==> config.mk <==
export PLATFORM = sky130hd
export DESIGN_NAME = lsu_stage
export DESIGN_NICKNAME = d
export VERILOG_FILES = /design/src/rtl/lsu_stage.sv
export SDC_FILE = /design/constraint.sdc
export NUM_CORES = 1
export LEC_CHECK = 0
export CORE_MARGIN = 1
export CORE_UTILIZATION = 40
export DETAILED_ROUTE_END_ITERATION = 8
export PLACE_DENSITY_LB_ADDON = 0.08
export SYNTH_ARGS = -nofsm -noshare
export SYNTH_HDL_FRONTEND = slang
export SYNTH_SLANG_ARGS = --single-unit
==> constraint.sdc <==
create_clock -name clk -period 5.8 [get_ports clk]
set_input_delay 1.74 -clock clk [delete_from_list [all_inputs] [get_ports clk]]
set_output_delay 1.74 -clock clk [all_outputs]
set_load 0.03 [all_outputs]
==> src/rtl/lsu_stage.sv <==
// lsu_stage: memory-access pipeline stage between execute and writeback.
// Handles XLEN-generic load/store with lane-shifted byte strobes, load
// alignment and sign/zero extension against a req/ack memory port.
// Optional feature macro: LSU_MISALIGN_TRAP_EN (misaligned accesses are not
// issued and complete with out_misalign=1).
module lsu_stage #(
  parameter int XLEN = 64,
  parameter int AW   = 64
) (
  input  logic              clk,
  input  logic              rstn,
  input  logic              in_valid,
  output logic              in_ready,
  input  logic [4:0]        in_rd,
  input  logic              in_wb_en,
  input  logic [2:0]        in_wb_sel,
  input  logic [XLEN-1:0]   in_alu_result,
  input  logic [XLEN-1:0]   in_imm,
  input  logic [XLEN-1:0]   in_store_data,
  input  logic              in_load_en,
  input  logic              in_store_en,
  input  logic [1:0]        in_size,
  input  logic              in_unsigned,
  input  logic              in_ebreak,
  output logic              mem_req,
  output logic              mem_we,
  output logic [AW-1:0]     mem_addr,
  output logic [XLEN-1:0]   mem_wdata,
  output logic [XLEN/8-1:0] mem_wstrb,
  input  logic              mem_ack,
  input  logic [XLEN-1:0]   mem_rdata,
  output logic              out_valid,
  input  logic              out_ready,
  output logic [4:0]        out_rd,
  output logic              out_wb_en,
  output logic [XLEN-1:0]   out_wb_data,
  output logic              out_ebreak,
  output logic              out_misalign
);

  localparam int SB = XLEN / 8;
  localparam int OW = $clog2(SB);

  typedef enum logic [1:0] {IDLE, MEM, DONE} state_t;

  state_t          state, state_nxt;
  logic            accept;
  logic            is_mem;
  logic            trap;
  logic            mem_go;
  logic [OW-1:0]   in_off;

  // Op fields needed to build the result once the memory access completes
  logic [2:0]      p_wb_sel;
  logic [XLEN-1:0] p_alu;
  logic [XLEN-1:0] p_imm;
  logic [1:0]      p_size;
  logic            p_unsigned;

  // Byte-enable pattern for the access size, shifted to the byte lane
  function automatic logic [SB-1:0] strb_f(input logic [1:0] size, input logic [OW-1:0] off);
    logic [15:0]    m;
    logic [SB+15:0] w;
    case (size)
      2'd0:    m = 16'h0001;
      2'd1:    m = 16'h0003;
      2'd2:    m = 16'h000F;
      default: m = 16'h00FF;
    endcase
    w = {{SB{1'b0}}, m} << off;
    return w[SB-1:0];
  endfunction

  // Right-justify the addressed bytes and extend to XLEN
  function automatic logic [XLEN-1:0] load_ext(input logic [XLEN-1:0] rdata,
                                               input logic [OW-1:0]   off,
                                               input logic [1:0]      size,
                                               input logic            uns);
    logic [XLEN-1:0] sh;
    logic [XLEN-1:0] mask;
    logic            sign;
    sh = rdata >> {off, 3'b000};
    case (size)
      2'd0:    begin mask = XLEN'(8'hFF);         sign = sh[7];      end
      2'd1:    begin mask = XLEN'(16'hFFFF);      sign = sh[15];     end
      2'd2:    begin mask = XLEN'(32'hFFFF_FFFF); sign = sh[31];     end
      default: begin mask = '1;                   sign = sh[XLEN-1]; end
    endcase
    return (uns || !sign) ? (sh & mask) : (sh | ~mask);
  endfunction

  // One-hot writeback source select; anything else yields zero
  function automatic logic [XLEN-1:0] wb_mux(input logic [2:0]      sel,
                                             input logic [XLEN-1:0] alu,
                                             input logic [XLEN-1:0] ld,
                                             input logic [XLEN-1:0] imm);
    case (sel)
      3'b100:  return alu;
      3'b010:  return ld;
      3'b001:  return imm;
      default: return '0;
    endcase
  endfunction

  assign in_ready  = (state == IDLE) || (state == DONE && out_ready);
  assign out_valid = (state == DONE);
  assign accept    = in_valid && in_ready;
  assign is_mem    = in_load_en || in_store_en;
  assign in_off    = in_alu_result[OW-1:0];

`ifdef LSU_MISALIGN_TRAP_EN
  logic misaligned;

  // Address not a multiple of the access size
  always_comb begin
    misaligned = 1'b0;
    case (in_size)
      2'd0:    misaligned = 1'b0;
      2'd1:    misaligned = in_alu_result[0];
      2'd2:    misaligned = |in_alu_result[1:0];
      default: misaligned = |in_alu_result[2:0];
    endcase
  end

  assign trap = is_mem && misaligned;
`else
  assign trap = 1'b0;
`endif

  assign mem_go = is_mem && !trap;

  // Next-state logic
  always_comb begin
    state_nxt = state;
    case (state)
      IDLE: if (accept) state_nxt = mem_go ? MEM : DONE;
      MEM:  if (mem_ack) state_nxt = DONE;
      DONE: begin
        if (out_ready) begin
          if (in_valid) state_nxt = mem_go ? MEM : DONE;
          else          state_nxt = IDLE;
        end
      end
      default: state_nxt = IDLE;
    endcase
  end

  // State register
  always_ff @(posedge clk) begin
    if (!rstn) state <= IDLE;
    else       state <= state_nxt;
  end

  // Memory port, pending op fields and registered writeback outputs
  always_ff @(posedge clk) begin
    if (!rstn) begin
      mem_req      <= 1'b0;
      mem_we       <= 1'b0;
      mem_addr     <= '0;
      mem_wdata    <= '0;
      mem_wstrb    <= '0;
      out_rd       <= '0;
      out_wb_en    <= 1'b0;
      out_wb_data  <= '0;
      out_ebreak   <= 1'b0;
      out_misalign <= 1'b0;
      p_wb_sel     <= '0;
      p_alu        <= '0;
      p_imm        <= '0;
      p_size       <= '0;
      p_unsigned   <= 1'b0;
    end else begin
      if (accept) begin
        out_rd       <= in_rd;
        out_ebreak   <= in_ebreak;
        out_misalign <= trap;
        out_wb_en    <= in_wb_en && !in_store_en && !trap;
        p_wb_sel     <= in_wb_sel;
        p_alu        <= in_alu_result;
        p_imm        <= in_imm;
        p_size       <= in_size;
        p_unsigned   <= in_unsigned;
        if (mem_go) begin
          mem_req   <= 1'b1;
          mem_we    <= in_store_en;
          mem_addr  <= AW'(in_alu_result);
          mem_wdata <= in_store_data << {in_off, 3'b000};
          mem_wstrb <= strb_f(in_size, in_off);
        end else begin
          out_wb_data <= wb_mux(in_wb_sel, in_alu_result, '0, in_imm);
        end
      end
      // Lane offset comes from the held mem_addr, so it need not be stored separately
      if (state == MEM && mem_ack) begin
        mem_req     <= 1'b0;
        out_wb_data <= wb_mux(p_wb_sel, p_alu,
                              load_ext(mem_rdata, mem_addr[OW-1:0], p_size, p_unsigned),
                              p_imm);
      end
    end
  end

endmodule
Yosys cells after proc, flatten, opt, wreduce, memory -nomap -nowiden --
Cells that the tools add are included.
Storage, ports and cells: word-level logic and storage cells 76, register bits 345
Cells by class: mux-type cells 22, bitwise operators 4, reductions and logical operators 17, shift operators 3, equality and inequality tests 15
Operator list (count):
- $mux 64 | 6
- $pmux 64 s3 | 2
- $pmux 64 s2 | 1
- $and 64x64->64 | 1
- $not 64->64 | 1
- $or 64x64->64 | 1
- $shl 64x6->64 | 1
- $shr 64x6->64 | 1
- $mux 16 | 3
- $pmux 8 s3 | 1
- $shl 16x3->8 | 1
- $mux 2 | 5
- $eq 2x1->1 const B | 3
- $eq 2x2->1 const B | 3
- $eq 3x1->1 const B | 2
- $eq 3x3->1 const B | 2
- $logic_not 2->1 | 3
- $pmux 2 s3 | 1
- $logic_and 1x1->1 | 4
- $ne 2x1->1 const B | 2
- $ne 2x2->1 const B | 2
- $reduce_and 2->1 | 2
- $eq 3x2->1 const B | 1
- $logic_or 1x1->1 | 3
- 7 further kinds | 9

Logic depth before layout (Yosys ltp) --
depth after elaboration 9, depth in mapped cells 9, mapped depth without buffers 5

Least setup slack after synthesis --
OpenSTA, ideal clock, no wires.
kind input port to output port, from input out_ready, to output in_ready, buffers on the path 0, cell stages on the path 2, required time 4.060 ns, arrival time 2.212 ns, path slack 1.848 ns, cells stage by stage nor2b_1 -> nor2_1
Between the ends: cells in the longest elaborated chain, start to end 2
RTL lines:
- from (decl) | RTL line 33 | input logic out_ready,
- $logic_and 1x1->1 | RTL line 105 | assign in_ready = (state == IDLE) || (state == DONE && out_ready);
- $logic_or 1x1->1 | RTL line 105
- to (decl) | RTL line 13 | output logic in_ready,
Every way passes these cells.

Worst setup path after layout --
Same ends and word-level chain as after synthesis.

==> results.toml <==
[synthesis]
synth-edff-count = 0
netlist_area_um2 = 18300
synth-seq-cells = 345
ys_async_sr_fraction = 0
yosys_most_used_dff = "dfxtp_1"
synth_seq_area_share = 0.376
ys_types = 69
netlist_instances = 2181
syn_nets = 2457
synth_warnings = 0
syn-mean-instance-area_um2 = 8.41

[sta]
hold_viol = 0
period_share = 0.876
max_freq_ghz = 0.197
fin_worst_skew_ns = 0.0218
drv_slew = 0
worst_slack_ns = 0.717
grt_setup_unrepaired = "no"
slew_headroom = 0.313
setup_viol = 0
setup-tns-final_ns = 0
period_minus_slack_ns = 5.08
worstMarginPinSlew_ns = 1.03

[drt]
vias_per_cell = 5.91
drt-wirelength-per-cell_um = 23.8
dr.first_iter.drc_count = 1989
routed-via-count = 18700
first_pass_iters = 6
ant_nets = 0
routed_wirelength_um = 75200
post-route-drc-count = 0

[worst_setup_path]
r2r_start = "mem_addr[2]"
ff2ff_path_depth = 7
crit_path_start_kind = "input pin"
end_kind = "output pin"
crit_type = "in2out"
required_ns = 4.06
path_max_fanout = 4
arrival_ns = 3.34
r2r-end = "out_wb_data[35]"
ff2ff_setup_slack_ns = 2.71

[cts]
numCtsBuffers = 41
post_cts_resize_count = 0
cts_hold_buf = 0
numClockSinks = 345
ctsHtreeMaxLevel = 2
clkTransAtPathRegs_ns = 0.06
cts_max_path_buffers = 3
clk_latency_ns = 0.57
cts_root_buf = "clkbuf_16"
cts_tree = "done"
cts_setup_buffers = 0

[place]
place_congestion = 0.928
dp_hpwl_um = 52600
place_ws_ns = 0.720
port_buffers = 486

[final_layout]
layout-drive-gt1-share = 0.0740
regArea_um2 = 6910
area_growth_pct = 35.1
nNetsFinal = 2802
n_fill_cell = 4256
final_util = 0.547
multi_input_area_um2 = 10600

[die]
dieArea_um2 = 46700
coreArea_um2 = 45300
start_util = 0.405
num_io_pins = 488
num_rows = 78
die_w_um = 216
die-height_um = 216

[grt]
grt_usage = 0.310
grt_max_degree = 175
overflow = 0
grt_pass1_wl_um = 111000
antenna_found_initial = 7
grt_pass1_vias = 17600

[power]
p_leak_nw = 8.98
p_total_w = 0.00680
p_per_area_nw_per_um2 = 274
ir_drop_mv = 0.227

[outcome]
outcome = "finished, final reports clean"

[worst_hold_path]
hp-start = "mem_addr[46]"
whs_endpoint = "mem_addr[46]"
hp-class = "reg2reg"
holdPathStages = 2

[job]
maxCapViolCount = 0
[logic make-up after synthesis]
kind of cell,share of synthesized area
flops,0.376
mux,0.0951
compound gates,0.307
buf+inv,0.0522
simple gates,0.168
xor+xnor,0.000477
other cells,0.000204
[worst max-delay path, cell delays in order]
cell,delay (ns)
clkdlybuf4s50_1,0.44
nor2b_1,0.43
nor2_1,0.10
clkdlybuf4s50_1,0.62
[through the flow]
stage,instances,instance area [um2],hold slack [ns]
6_report,3159,24800,0.456
5_1_grt,3159,24800,0.475
4_1_cts,3154,24800,0.458
3_5_place_dp,3083,23400,0.448
3_3_place_gp,3083,23400,0.443
2_1_floorplan,2181,18300,0.443
[cells in the mapped netlist, drive strengths merged, types with 32 or more instances]
library cell	count	area, um2
nand2	545	2050
dfxtp	345	6910
a21boi	216	1620
clkbuf	155	582
o21ai	109	546
a22oi	89	668
a21oi	68	344
mux2i	66	661
buf	65	349
a221o	58	581
nor2b	40	250
mux4	39	878
nor2	34	130
nand3	33	165
o211a	32	320
o31ai	32	245
[cell usage in the layout (no fill, tap or decap), drive strengths merged, types with 9 or more instances in the layout]
cell           count
a21boi           216
a21oi             68
a221o             58
a22oi             89
a31oi             11
and2               9
buf               40
clkbuf            63
clkdlybuf4s50    482
dfxtp            345
inv                9
mux2              18
mux2i             66
mux4              39
nand2            545
nand3             33
nor2              34
nor2b             40
nor3              17
o2111ai           30
o211a             32
o211ai            25
o21ai            109
o311ai            30
o31ai             32
[worst max-delay path by stage]
| stage | startpoint | end | slack (ns) |
|---|---|---|---|
| finish | out_ready | in_ready | 0.72 |
| global route | out_ready | in_ready | 0.57 |
| CTS | out_ready | in_ready | 0.71 |
| detailed placement | out_ready | in_ready | 0.72 |
| global placement | out_ready | in_ready | 0.74 |
| floorplan | out_ready | in_ready | 1.85 |
[registers in the layout, indices dropped and copies added, names as in the netlist]
| register | cells |
|---|---|
| mem_wstrb | 8 |
| p_unsigned | 1 |
| out_ebreak | 1 |
| mem_req | 1 |
| p_size | 2 |
| p_imm | 64 |
| p_wb_sel | 3 |
| state | 2 |
| mem_we | 1 |
| p_alu | 64 |
| mem_wdata | 64 |
| out_wb_en | 1 |
| out_wb_data | 64 |
| out_rd | 5 |
| mem_addr | 64 |
[power by group]
part           total (W)  internal, W  switching (W)
logic            0.00157     0.000642       0.000931
clock network    0.00260      0.00155        0.00105
registers        0.00263      0.00253      0.0000976
total            0.00680      0.00472        0.00208
[area by class of cell]
cell class	count	area share
clock buffer	63	0.0496
tap	600	0.0303
inverter	7	0.00106
antenna	5	0.000505
multi-input combinational	1609	0.426
timing repair buffer	522	0.209
sequential	345	0.279
clock inverter	8	0.00454
[routing by layer]
layer	up-vias	track usage	part of all wire
met5	-	0	0.00032
met4	4	0.0901	0.026
met3	104	0.0766	0.092
met2	847	0.482	0.45
met1	9050	0.423	0.43
li1	8672	-	-
Note: power is estimated with default switching activity, not from simulation.
